`config.mk`:
```
export PLATFORM = sky130hd
export DESIGN_NAME = board_ram_scheduler_flat
export DESIGN_NICKNAME = d
export VERILOG_FILES = /design/src/rtl/board_ram_scheduler_if.sv /design/src/rtl/board_ram_scheduler.sv /design/src/flat_wrapper.sv
export SDC_FILE = /design/constraint.sdc
export NUM_CORES = 1
export LEC_CHECK = 0
export CAP_MARGIN = 15
export CORE_MARGIN = 8
export CORE_UTILIZATION = 30
export DETAILED_ROUTE_END_ITERATION = 7
export SLEW_MARGIN = 20
export SYNTH_ARGS = -nofsm -noshare
export SYNTH_HDL_FRONTEND = slang
export SYNTH_SLANG_ARGS = --single-unit
```
`constraint.sdc`:
```
create_clock -name CLOCK_50 -period 7.04 [get_ports CLOCK_50]
set_input_delay 1.76 -clock CLOCK_50 [delete_from_list [all_inputs] [get_ports CLOCK_50]]
set_output_delay 1.76 -clock CLOCK_50 [all_outputs]
set_load 0.005 [all_outputs]
```
`src/rtl/board_ram_scheduler_if.sv`:
```
// Board RAM scheduler bus bundle.
// Groups the game-control inputs, the single-port RAM connection, the
// display read port and the status outputs of board_ram_scheduler.
//   master : the scheduler side (drives RAM address/controls, grants, status)
//   slave  : the environment side (game logic, RAM, display reader)
interface board_ram_scheduler_if #(
   parameter int ADDR_W = 15
);
   logic              tick;
   logic              clear_req;
   logic [ADDR_W-1:0] pos1;
   logic [ADDR_W-1:0] pos2;
   logic [ADDR_W-1:0] pos3;
   logic [ADDR_W-1:0] pos4;
   logic [ADDR_W-1:0] ram_addr;
   logic              ram_wren;
   logic [2:0]        ram_data;
   logic [2:0]        ram_q;
   logic              disp_req;
   logic [ADDR_W-1:0] disp_addr;
   logic              disp_grant;
   logic              disp_valid;
   logic [2:0]        disp_data;
   logic [3:0]        alive;
   logic              busy;
   logic              done;
   logic              overrun;

   modport master (
      input  tick, clear_req, pos1, pos2, pos3, pos4, ram_q, disp_req, disp_addr,
      output ram_addr, ram_wren, ram_data, disp_grant, disp_valid, disp_data,
             alive, busy, done, overrun
   );

   modport slave (
      output tick, clear_req, pos1, pos2, pos3, pos4, ram_q, disp_req, disp_addr,
      input  ram_addr, ram_wren, ram_data, disp_grant, disp_valid, disp_data,
             alive, busy, done, overrun
   );
endinterface

```
`src/rtl/board_ram_scheduler.sv`:
```
// Board RAM scheduler: sole owner of the single-port 3-bit board RAM.
// Runs the per-tick read/check/write pass over the four players (turf
// claiming, collision and out-of-bounds deaths), the full-board clear, and
// lends the RAM port to the display reader while idle. Holds player alive state.
// Ports:
//   CLOCK_50 : system clock, posedge
//   reset    : asynchronous active-high reset
//   bus      : board_ram_scheduler_if.master (game inputs, RAM port,
//              display port, alive/busy/done/overrun status)
//
// state   | meaning
// --------+---------------------------------------------------------------
// IDLE    | waiting; serves display reads, launches clear or pass
// CLEAR   | writes 000 to one address per cycle, revives all players at end
// RDi     | presents player i snapshot position to the RAM
// WRi     | checks cell value / bounds / head-on, writes colour or 111
// DONE    | one-cycle done pulse closing the pass
module board_ram_scheduler #(
   parameter int ADDR_W      = 15,
   parameter int X_MAX       = 160,
   parameter int Y_MAX       = 120,
   parameter int CLEAR_WORDS = 32768
) (
   input logic                   CLOCK_50,
   input logic                   reset,
   board_ram_scheduler_if.master bus
);

   typedef enum logic [3:0] {
      S_IDLE, S_CLEAR, S_RD1, S_WR1, S_RD2, S_WR2,
      S_RD3, S_WR3, S_RD4, S_WR4, S_DONE
   } state_t;

   localparam logic [ADDR_W-1:0] CLR_LAST = ADDR_W'(CLEAR_WORDS - 1);

   state_t                 state_q, state_d;
   logic [ADDR_W-1:0]      clr_cnt_q, clr_cnt_d;
   logic [3:0][ADDR_W-1:0] snap_pos_q, snap_pos_d;
   logic [3:0]             snap_alive_q, snap_alive_d;
   logic [3:0]             alive_q, alive_d;
   logic                   pending_q, pending_d;
   logic                   overrun_q, overrun_d;
   logic                   disp_valid_q;

   logic [ADDR_W-1:0] addr_c;
   logic              wren_c;
   logic [2:0]        data_c;
   logic              grant_c;
   logic [1:0]        p;
   logic              rd_st, wr_st, in_pass;
   logic [ADDR_W-1:0] cur_pos;
   logic              oob, head_on;

   function automatic logic [2:0] colour(input logic [1:0] idx);
      case (idx)
         2'd0:    colour = 3'b001;
         2'd1:    colour = 3'b010;
         2'd2:    colour = 3'b100;
         default: colour = 3'b110;
      endcase
   endfunction

   always_ff @(posedge CLOCK_50 or posedge reset) begin
      if (reset) begin
         state_q      <= S_IDLE;
         clr_cnt_q    <= '0;
         snap_pos_q   <= '0;
         snap_alive_q <= '0;
         alive_q      <= 4'b1111;
         pending_q    <= 1'b0;
         overrun_q    <= 1'b0;
         disp_valid_q <= 1'b0;
      end else begin
         state_q      <= state_d;
         clr_cnt_q    <= clr_cnt_d;
         snap_pos_q   <= snap_pos_d;
         snap_alive_q <= snap_alive_d;
         alive_q      <= alive_d;
         pending_q    <= pending_d;
         overrun_q    <= overrun_d;
         disp_valid_q <= grant_c;
      end
   end

   always_comb begin
      state_d      = state_q;
      clr_cnt_d    = clr_cnt_q;
      snap_pos_d   = snap_pos_q;
      snap_alive_d = snap_alive_q;
      alive_d      = alive_q;
      pending_d    = pending_q;
      overrun_d    = overrun_q;
      addr_c       = '0;
      wren_c       = 1'b0;
      data_c       = 3'b000;
      grant_c      = 1'b0;
      p            = 2'd0;
      rd_st        = 1'b0;
      wr_st        = 1'b0;
      in_pass      = 1'b0;
      head_on      = 1'b0;

      unique case (state_q)
         S_IDLE: begin
            if (bus.clear_req) begin
               state_d   = S_CLEAR;
               clr_cnt_d = '0;
            end else if (bus.tick || pending_q) begin
               state_d       = S_RD1;
               snap_pos_d[0] = bus.pos1;
               snap_pos_d[1] = bus.pos2;
               snap_pos_d[2] = bus.pos3;
               snap_pos_d[3] = bus.pos4;
               snap_alive_d  = alive_q;
               pending_d     = 1'b0;
            end else if (bus.disp_req && !reset) begin
               grant_c = 1'b1;
               addr_c  = bus.disp_addr;
            end
         end
         S_CLEAR: begin
            wren_c    = 1'b1;
            addr_c    = clr_cnt_q;
            clr_cnt_d = clr_cnt_q + 1'b1;
            if (clr_cnt_q == CLR_LAST) begin
               alive_d = 4'b1111;
               state_d = S_IDLE;
            end
         end
         S_RD1: begin p = 2'd0; rd_st = 1'b1; state_d = S_WR1; end
         S_WR1: begin p = 2'd0; wr_st = 1'b1; state_d = S_RD2; end
         S_RD2: begin p = 2'd1; rd_st = 1'b1; state_d = S_WR2; end
         S_WR2: begin p = 2'd1; wr_st = 1'b1; state_d = S_RD3; end
         S_RD3: begin p = 2'd2; rd_st = 1'b1; state_d = S_WR3; end
         S_WR3: begin p = 2'd2; wr_st = 1'b1; state_d = S_RD4; end
         S_RD4: begin p = 2'd3; rd_st = 1'b1; state_d = S_WR4; end
         S_WR4: begin p = 2'd3; wr_st = 1'b1; state_d = S_DONE; end
         S_DONE: begin in_pass = 1'b1; state_d = S_IDLE; end
         default: state_d = S_IDLE;
      endcase

      // One tick may queue behind a running pass; a second one is lost.
      in_pass = in_pass | rd_st | wr_st;
      if (in_pass && bus.tick) begin
         if (pending_q) overrun_d = 1'b1;
         else           pending_d = 1'b1;
      end

      cur_pos = snap_pos_q[p];
      oob     = (int'(cur_pos[ADDR_W-1:7]) >= X_MAX) || (int'(cur_pos[6:0]) >= Y_MAX);
      // Snapshot alive mask, so two heads on one cell both see each other.
      for (int j = 0; j < 4; j++) begin
         if (2'(j) != p && snap_alive_q[j] && snap_pos_q[j] == cur_pos) head_on = 1'b1;
      end

      if (rd_st || wr_st) addr_c = cur_pos;
      if (wr_st && snap_alive_q[p]) begin
         if (oob) begin
            alive_d[p] = 1'b0;
         end else if (bus.ram_q != 3'b000 || head_on) begin
            wren_c     = 1'b1;
            data_c     = 3'b111;
            alive_d[p] = 1'b0;
         end else begin
            wren_c = 1'b1;
            data_c = colour(p);
         end
      end
   end

   assign bus.ram_addr   = addr_c;
   assign bus.ram_wren   = wren_c;
   assign bus.ram_data   = data_c;
   assign bus.disp_grant = grant_c;
   assign bus.disp_valid = disp_valid_q;
   assign bus.disp_data  = disp_valid_q ? bus.ram_q : 3'b000;
   assign bus.alive      = alive_q;
   assign bus.busy       = (state_q != S_IDLE);
   assign bus.done       = (state_q == S_DONE);
   assign bus.overrun    = overrun_q;

endmodule

```
`src/flat_wrapper.sv`:
```
// flat-port wrapper written by rule: the top's interface ports become plain ports
module board_ram_scheduler_flat 
#(
   parameter int ADDR_W      = 15,
   parameter int X_MAX       = 160,
   parameter int Y_MAX       = 120,
   parameter int CLEAR_WORDS = 32768
)
  (CLOCK_50, reset, bus_tick, bus_clear_req, bus_pos1, bus_pos2, bus_pos3, bus_pos4, bus_ram_q, bus_disp_req, bus_disp_addr, bus_ram_addr, bus_ram_wren, bus_ram_data, bus_disp_grant, bus_disp_valid, bus_disp_data, bus_alive, bus_busy, bus_done, bus_overrun);
  board_ram_scheduler_if #(.ADDR_W(ADDR_W)) bus_i ();
  input logic CLOCK_50;
  input logic reset;
  input wire logic [$bits(bus_i.tick)-1:0] bus_tick;
  input wire logic [$bits(bus_i.clear_req)-1:0] bus_clear_req;
  input wire logic [$bits(bus_i.pos1)-1:0] bus_pos1;
  input wire logic [$bits(bus_i.pos2)-1:0] bus_pos2;
  input wire logic [$bits(bus_i.pos3)-1:0] bus_pos3;
  input wire logic [$bits(bus_i.pos4)-1:0] bus_pos4;
  input wire logic [$bits(bus_i.ram_q)-1:0] bus_ram_q;
  input wire logic [$bits(bus_i.disp_req)-1:0] bus_disp_req;
  input wire logic [$bits(bus_i.disp_addr)-1:0] bus_disp_addr;
  output wire logic [$bits(bus_i.ram_addr)-1:0] bus_ram_addr;
  output wire logic [$bits(bus_i.ram_wren)-1:0] bus_ram_wren;
  output wire logic [$bits(bus_i.ram_data)-1:0] bus_ram_data;
  output wire logic [$bits(bus_i.disp_grant)-1:0] bus_disp_grant;
  output wire logic [$bits(bus_i.disp_valid)-1:0] bus_disp_valid;
  output wire logic [$bits(bus_i.disp_data)-1:0] bus_disp_data;
  output wire logic [$bits(bus_i.alive)-1:0] bus_alive;
  output wire logic [$bits(bus_i.busy)-1:0] bus_busy;
  output wire logic [$bits(bus_i.done)-1:0] bus_done;
  output wire logic [$bits(bus_i.overrun)-1:0] bus_overrun;
  assign bus_i.tick = bus_tick;
  assign bus_i.clear_req = bus_clear_req;
  assign bus_i.pos1 = bus_pos1;
  assign bus_i.pos2 = bus_pos2;
  assign bus_i.pos3 = bus_pos3;
  assign bus_i.pos4 = bus_pos4;
  assign bus_i.ram_q = bus_ram_q;
  assign bus_i.disp_req = bus_disp_req;
  assign bus_i.disp_addr = bus_disp_addr;
  assign bus_ram_addr = bus_i.ram_addr;
  assign bus_ram_wren = bus_i.ram_wren;
  assign bus_ram_data = bus_i.ram_data;
  assign bus_disp_grant = bus_i.disp_grant;
  assign bus_disp_valid = bus_i.disp_valid;
  assign bus_disp_data = bus_i.disp_data;
  assign bus_alive = bus_i.alive;
  assign bus_busy = bus_i.busy;
  assign bus_done = bus_i.done;
  assign bus_overrun = bus_i.overrun;
  board_ram_scheduler #(.ADDR_W(ADDR_W), .X_MAX(X_MAX), .Y_MAX(Y_MAX), .CLEAR_WORDS(CLEAR_WORDS)) u_core (.CLOCK_50(CLOCK_50), .reset(reset), .bus(bus_i));
endmodule
```
==> results.cfg, run 1 <==
[status]
run_status = finished clean

[global_route]
first_global_vias = 6202
grt_first_pass_wirelength_um = 39700
grt_use_met3_pct = 4.17
grt_util_met2_pct = 29.0
gr-usage-met1_pct = 27.9
number_of_antenna_violations_at_the_first_check_in_global_routing = 0
grt_most_used_layer = met2
global_route.usage.total_pct = 19.8
gr-total-overflow = 0
grt_max_degree = 47

[clock_tree]
cts_hold_buf = 0
post_cts.repair.setup_buffers = 0
clk_latency_ps = 350
cts_buffer_depth = 2
root_buffer = sky130_fd_sc_hd__clkbuf_16
number_of_gates_resized_after_cts = 0
clock_tree_from_tritoncts = yes
cts_inserted_buffers = 9
clock_sinks = 90
clkSlewWorstSetupHoldPaths_ps = 70
clock_tree.htree_level_count = 3

[floorplanning]
effective_utilization_at_floorplan_pct = 30.3
boundaryPins = 114
die-height_um = 161
die_area_um2 = 26000
rows = 53
die_width_um = 161
floorplan_core_area_um2 = 20900

[synth]
synth-edff-count = 0
post-synth-top-area-cell = sky130_fd_sc_hd__dfrtp_1
netlist_area_um2 = 6330
syn_avg_cell_area_um2 = 9.07
yosys_warnings = 0
synth-seq-cells = 90
synth-main-ff-cell = sky130_fd_sc_hd__dfrtp_1
ys_async_sr_fraction_pct = 100
synth_area_leaders = sky130_fd_sc_hd__dfrtp_1 (34%), sky130_fd_sc_hd__o21ai_0 (5.1%), sky130_fd_sc_hd__mux2_2 (5.0%), sky130_fd_sc_hd__nand2_1 (4.0%), sky130_fd_sc_hd__nor2_1 (2.8%)
synth_top_area_share_pct = 34.0
synth_sequential_area_ratio_pct = 35.6
netlist-cell-type-count = 88
number_of_nets_in_the_synthesized_netlist = 782
synthesis.instances = 698

[sta]
maximum_operating_frequency_ghz = 0.156
layout_min_cycle_time_ps = 6420
final_sum_of_negative_setup_slack_ps = 0
maxSlewViolCount = 0
timing.max_slew.rel_slack_pct = 22.1
tightestPinTransition_ps = 1160
setup_violations = 0
report.final.hold_viol_count = 0
final.setup_skew_ps = 7.14
rsz0062_at_grt = no
post-route-period-util_pct = 91.2

[critical_path]
start_kind = flop
critical_path.max_fanout = 27
critical_setup_path_kind = reg2out
timing.critical_path.required_ps = 5280
critPathArrivalTime_ps = 4660
end_kind = primary output

[placement]
finalWeightedCongestion = 1.01
place_hpwl_um = 20200
port_buffers = 113

[final_layout]
num_antenna_cells = 0
post_route_cells_drive_above_1_share_pct = 12.5
area_growth_syn_to_layout_pct = 26.5
num-nets-final = 877

[drt]
wl_per_cell_um = 24.3
num_vias = 6347
viasPerCell = 5.92
route.final.wire_length_um = 26100
antenna_left = 0
dr.pass1.iters = 7
drc = 0
drt-initial-drc-count = 636

[worst_hold_path]
min-delay-path-class = reg2reg

[power]
p_int_mw = 2.22
p_total_mw = 4.37
clock_network_fraction_of_design_power_pct = 12.6
p_seq_share_pct = 28.4
p_sw_share_pct = 49.2
p_per_area_nw_per_um2 = 546
vdd_drop_max_v = 0.000182
power.leakage_nw = 3.10
pwr-share-comb_pct = 59.0
p_sw_mw = 2.15

[flow_run]
max-cap-violations = 0
==> placed cells by master (no fill, tap or decap), types with 15 or more instances in the layout <==
master,synthesis,final
sky130_fd_sc_hd__clkdlybuf4s50_1,0,113
sky130_fd_sc_hd__dfrtp_1,86,86
sky130_fd_sc_hd__nand2_1,67,67
sky130_fd_sc_hd__o21ai_0,65,65
sky130_fd_sc_hd__nor2_1,47,47
sky130_fd_sc_hd__inv_1,33,32
sky130_fd_sc_hd__mux2_2,28,28
sky130_fd_sc_hd__o22ai_1,18,18
sky130_fd_sc_hd__or3_1,17,17
sky130_fd_sc_hd__a21oi_1,15,15
==> sequential cells by signal, indices dropped and copies added, names as in the netlist <==
register and count:
u_core.bus.alive 4, u_core.bus.disp_valid 1, u_core.bus.overrun 1, u_core.clr_cnt_q 15
u_core.pending_q 1, u_core.snap_alive_q 4, u_core.snap_pos_q 60, u_core.state_q 4
==> through the flow <==
step	cells	setup slack, ps	utilization (%)	instance area [um2]	hold WS (ps)
CTS	1073	697	38.4	8010	491
detailed placement	1057	1010	36.7	7680	473
global route	1073	441	38.4	8010	520
finish	1073	622	38.4	8010	481
global placement	1057	1100	36.7	7680	471
floorplan	698	2530	-	6330	468
==> power groups by stage <==
stage | logic [mW] | clock network, mW | registers, mW
final | 2.58 | 0.553 | 1.24
after global routing | 2.78 | 0.591 | 1.26
after CTS | 2.54 | 0.567 | 1.22
after detailed placement | 2.53 | 0 | 1.22
after global placement | 2.55 | 0 | 1.23
after floorplan | 1.73 | 0 | 0.960
==> cell usage after synthesis (5+ instances only) <==
library cell,instances
sky130_fd_sc_hd__o22ai_1,18
sky130_fd_sc_hd__clkbuf_1,15
sky130_fd_sc_hd__nor3_1,12
sky130_fd_sc_hd__a221o_1,13
sky130_fd_sc_hd__nand3_1,14
sky130_fd_sc_hd__nor4b_1,5
sky130_fd_sc_hd__mux2_1,10
sky130_fd_sc_hd__o21ai_0,65
sky130_fd_sc_hd__or3_1,17
sky130_fd_sc_hd__nor2b_1,5
sky130_fd_sc_hd__or4_1,6
sky130_fd_sc_hd__buf_4,6
sky130_fd_sc_hd__o21bai_1,6
sky130_fd_sc_hd__dfrtp_1,86
sky130_fd_sc_hd__o31ai_1,8
sky130_fd_sc_hd__xnor2_1,6
sky130_fd_sc_hd__nand2_1,67
sky130_fd_sc_hd__a22oi_1,10
sky130_fd_sc_hd__a21oi_1,15
sky130_fd_sc_hd__o221ai_1,7
sky130_fd_sc_hd__a31oi_1,11
sky130_fd_sc_hd__or2_2,7
sky130_fd_sc_hd__nor2_1,47
sky130_fd_sc_hd__nor4bb_1,5
sky130_fd_sc_hd__o2111ai_1,5
sky130_fd_sc_hd__buf_2,17
sky130_fd_sc_hd__nand2b_1,9
sky130_fd_sc_hd__buf_6,5
sky130_fd_sc_hd__inv_1,33
sky130_fd_sc_hd__mux2i_1,6
sky130_fd_sc_hd__a221oi_1,6
sky130_fd_sc_hd__xor2_1,7
sky130_fd_sc_hd__nand4_1,10
sky130_fd_sc_hd__mux2_2,28
sky130_fd_sc_hd__or4b_1,13
sky130_fd_sc_hd__and2_1,5
==> final cells by class <==
| class | instances | area [um2] |
|---|---|---|
| Fill cell | 2186 | 12900 |
| Multi-Input combinational cell | 531 | 3710 |
| Clock buffer | 11 | 233 |
| Inverter | 34 | 129 |
| Clock inverter | 5 | 103 |
| Tap cell | 275 | 344 |
| Timing Repair Buffer | 127 | 1240 |
| Sequential cell | 90 | 2260 |
==> path summary, 6_finish.rpt <==
| check | slack, ps | cells past startpoint | startpoint | endpoint |
|---|---|---|---|---|
| min | 480 | 1 | u_core.bus.overrun | u_core.bus.overrun |
| min reg2reg | 480 | 1 | u_core.bus.overrun | u_core.bus.overrun |
| max in group asynchronous | 4050 | 3 | reset | u_core.snap_pos_q[22] |
| max | 620 | 9 | u_core.state_q[1] | bus_ram_data[2] |
| min in group asynchronous | 1910 | 2 | reset | u_core.clr_cnt_q[6] |
| max reg2reg | 3130 | 9 | u_core.state_q[1] | u_core.bus.alive[0] |
==> logic make-up (layout without fill, tap and decap cells) <==
kind of cell | Yosys count | count (layout) | synth area share [%]
AND/OR/NAND/NOR | 255 | 255 | 23.4
AO/OA/AOI/OAI | 218 | 218 | 25.4
flip-flops | 90 | 90 | 35.6
buffers and inverters | 77 | 177 | 5.85
multiplexers | 44 | 44 | 7.71
XOR/XNOR | 13 | 13 | 1.80
adder cells (fa/ha/maj) | 1 | 1 | 0.198
==> worst max-delay path, stage by stage, from the launching register on <==
cell                              delay, ps
sky130_fd_sc_hd__dfrtp_1               1040
sky130_fd_sc_hd__or3b_1                 470
sky130_fd_sc_hd__nand2_2                320
sky130_fd_sc_hd__o21bai_1               620
sky130_fd_sc_hd__o22ai_1                180
sky130_fd_sc_hd__or4_4                  550
sky130_fd_sc_hd__o41ai_4                230
sky130_fd_sc_hd__nor3_2                 130
sky130_fd_sc_hd__a31oi_1                190
sky130_fd_sc_hd__clkdlybuf4s50_1        560
==> layer usage <==
layer  vias to the layer above  share of wire [%]
met5                         -                  0
met4                         0                3.9
met3                        62                7.9
met2                       354                 43
met1                      3073                 45
li1                       2858                  -
Power figures use the tool's default switching activity.
==> run 2, diff against run 1 <==
--- a/config.mk
+++ b/config.mk
@@ -9,7 +9,6 @@
 export CORE_MARGIN = 8
 export CORE_UTILIZATION = 30
 export DETAILED_ROUTE_END_ITERATION = 7
-export SLEW_MARGIN = 20
 export SYNTH_ARGS = -nofsm -noshare
 export SYNTH_HDL_FRONTEND = slang
 export SYNTH_SLANG_ARGS = --single-unit
==> results of run 2 <==
Final layout, timing and power as in run 1 (identical DEF).
==> RTL change (flow settings as in run 1) <==
`ADDR_W` is set to 15 in 3 places; all go to 13.
--- a/src/rtl/board_ram_scheduler_if.sv
+++ b/src/rtl/board_ram_scheduler_if.sv
@@ -4,7 +4,7 @@
 //   master : the scheduler side (drives RAM address/controls, grants, status)
 //   slave  : the environment side (game logic, RAM, display reader)
 interface board_ram_scheduler_if #(
-   parameter int ADDR_W = 15
+   parameter int ADDR_W = 13
 );
    logic              tick;
    logic              clear_req;
--- a/src/rtl/board_ram_scheduler.sv
+++ b/src/rtl/board_ram_scheduler.sv
@@ -16,7 +16,7 @@
 // WRi     | checks cell value / bounds / head-on, writes colour or 111
 // DONE    | one-cycle done pulse closing the pass
 module board_ram_scheduler #(
-   parameter int ADDR_W      = 15,
+   parameter int ADDR_W      = 13,
    parameter int X_MAX       = 160,
    parameter int Y_MAX       = 120,
    parameter int CLEAR_WORDS = 32768
--- a/src/flat_wrapper.sv
+++ b/src/flat_wrapper.sv
@@ -1,7 +1,7 @@
 // flat-port wrapper written by rule: the top's interface ports become plain ports
 module board_ram_scheduler_flat 
 #(
-   parameter int ADDR_W      = 15,
+   parameter int ADDR_W      = 13,
    parameter int X_MAX       = 160,
    parameter int Y_MAX       = 120,
    parameter int CLEAR_WORDS = 32768
Interface: changed (6 resized); port bits go from 114 to 102. No check against the original RTL was run, so the function may have changed too.
==> RTL change against run 1 <==
  * Combinational power shrank 12%
  * Design area shrank 13%
  * Wire length shrank 14%
  * Worst setup slack gained 0.50 ns
  * Sequential cell count shrank 10
  * Synthesized area shrank 13%
  * Clock power shrank 12%
  * Total power shrank 12%
  * Register-to-register slack gained 0.57 ns
==> RTL change: results (changes against run 1) <==
synthTopCellsByCount: "dfrtp_1, o21ai_0, nand2_1"
drive_above_1_share: 0.106  # -0.0192
relSlewSlack: 0.449  # +0.227
irDropWorstVdd_mv: 0.194  # +6.7%
p_leak_nw: 2.68  # -14%
clock_latency_ns: 0.36
crit_end: "bus_ram_data[2]"
pre_cts_ws_ns: 1.49  # +0.478 ns
drt-total-wl_um: 22300  # -14%
grt_pass1_wl_um: 33600  # -15%
antenna_found_initial: 1  # +1
cp_max_fo: 20  # -26%
max_freq_mhz: 169  # +8.5%
hold_viol_final: 0  # unchanged
synth_top_flop_cell: "dfrtp_1"
synth.top_cells.by_area: "dfrtp_1, o21ai_0, mux2_2, nand2_1, nor2_1"
dp_cells: 948  # -10%
syn_nets: 722  # -7.7%
h-tree-depth: 3  # unchanged
top_regs: "u_core.snap_pos_q: 52 flops, u_core.clr_cnt_q: 13 flops"
nets: 804  # -8.3%
holdCritStartpoint: "u_core.bus.overrun"
ff2ff_path_depth: 10  # +1
p_per_area_nw_per_um2: 548  # +0.33%
grt_util_all_layers: 0.194  # -0.00397
ys_seq_area_frac: 0.365  # +0.00834
first_pass_iters: 5  # -2
placed_area_um2: 6680  # -13%
setup_viol: 0  # unchanged
postCtsSetupBuffers: 0  # unchanged
cp_slowest_cell: "o221ai_1"
rrSetupSlack_ns: 3.70  # +0.57 ns
ys_types: 74  # -16%
clk_path_buf_depth: 2  # unchanged
dpl.hpwl_um: 16800  # -17%
whs_ns: 0.480  # -0.00106 ns
fillers: 1847  # -16%
worst_path_largest_cell_delay_ns: 0.69  # -0.35 ns
root_buffer: "clkbuf_16"
vias: 5772  # -9.1%
antennaDiodeCount: 0  # unchanged
portBuffers: 101  # -11%
cts_buffers: 9  # unchanged
cts_resized: 0  # unchanged
clock_skew_ns: 0.00719  # +0.0000489 ns
timing.rr.end: "u_core.bus.alive[1]"
syn_area_per_cell_um2: 8.49  # -6.4%
ys_async_sr_fraction: 1.00  # unchanged
hold_class: "reg -> reg"
initialDrtViolationCount: 544  # -14%
instances_no_fill: 964  # -10%
gp_congestion: 0.983  # -2.9%
outcome: "completed"
yosysWarnings: 0  # unchanged
clk_pin_slew_ns: 0.06
critPathLaunch: "u_core.state_q[3]"
grt_max_degree: 56  # +19%
grt_pass1_vias: 5625  # -9.3%
[RTL change: worst min path at each step]
stage,cells after the start,to
6_report,1,u_core.bus.overrun
5_1_grt,1,u_core.bus.overrun
4_1_cts,1,u_core.bus.overrun
3_5_place_dp,1,u_core.bus.overrun
3_3_place_gp,1,u_core.bus.overrun
2_1_floorplan,1,u_core.bus.overrun
[RTL change: critical path, delay by kind of cell (launching register included)]
kind	cells	cell delay, ns
buffers and inverters	2	0.77
flip-flops	1	0.38
AO/OA/AOI/OAI	4	1.40
AND/OR/NAND/NOR	5	1.24
[RTL change: power breakdown]
group / leakage [nW] / total, mW / internal (mW) / switching, mW
Clock: 0.148 / 0.487 / 0.292 / 0.194
Combinational: 1.55 / 2.27 / 0.956 / 1.31
Sequential: 0.980 / 1.07 / 0.663 / 0.407
Total: 2.68 / 3.83 / 1.91 / 1.92
[RTL change: routing by layer]
metal  vias to the layer above  wire [um]  track usage
met5                         -         13            0
met2                       310       9840        0.291
li1                       2596          -            -
met3                        57       2340       0.0732
met1                      2807       9400        0.245
met4                         2        743       0.0846
[RTL change: cells by family (layout without fill, tap and decap cells)]
kind of cell	Yosys count	after routing	share of synthesized area
AND/OR/NAND/NOR	216	216	0.207
XOR/XNOR	9	9	0.0177
multiplexers	33	33	0.0662
adder cells (fa/ha/maj)	1	1	0.00227
AO/OA/AOI/OAI	228	228	0.274
flip-flops	80	80	0.365
buffers and inverters	81	168	0.0687
[RTL change: final cells by class]
| type | count | share of cell area |
|---|---|---|
| clock buffer | 11 | 0.0362 |
| clock inverter | 5 | 0.00788 |
| inverter | 35 | 0.0190 |
| multi-input combinational | 487 | 0.447 |
| sequential | 80 | 0.287 |
| tap | 229 | 0.0410 |
| timing repair buffer | 117 | 0.162 |
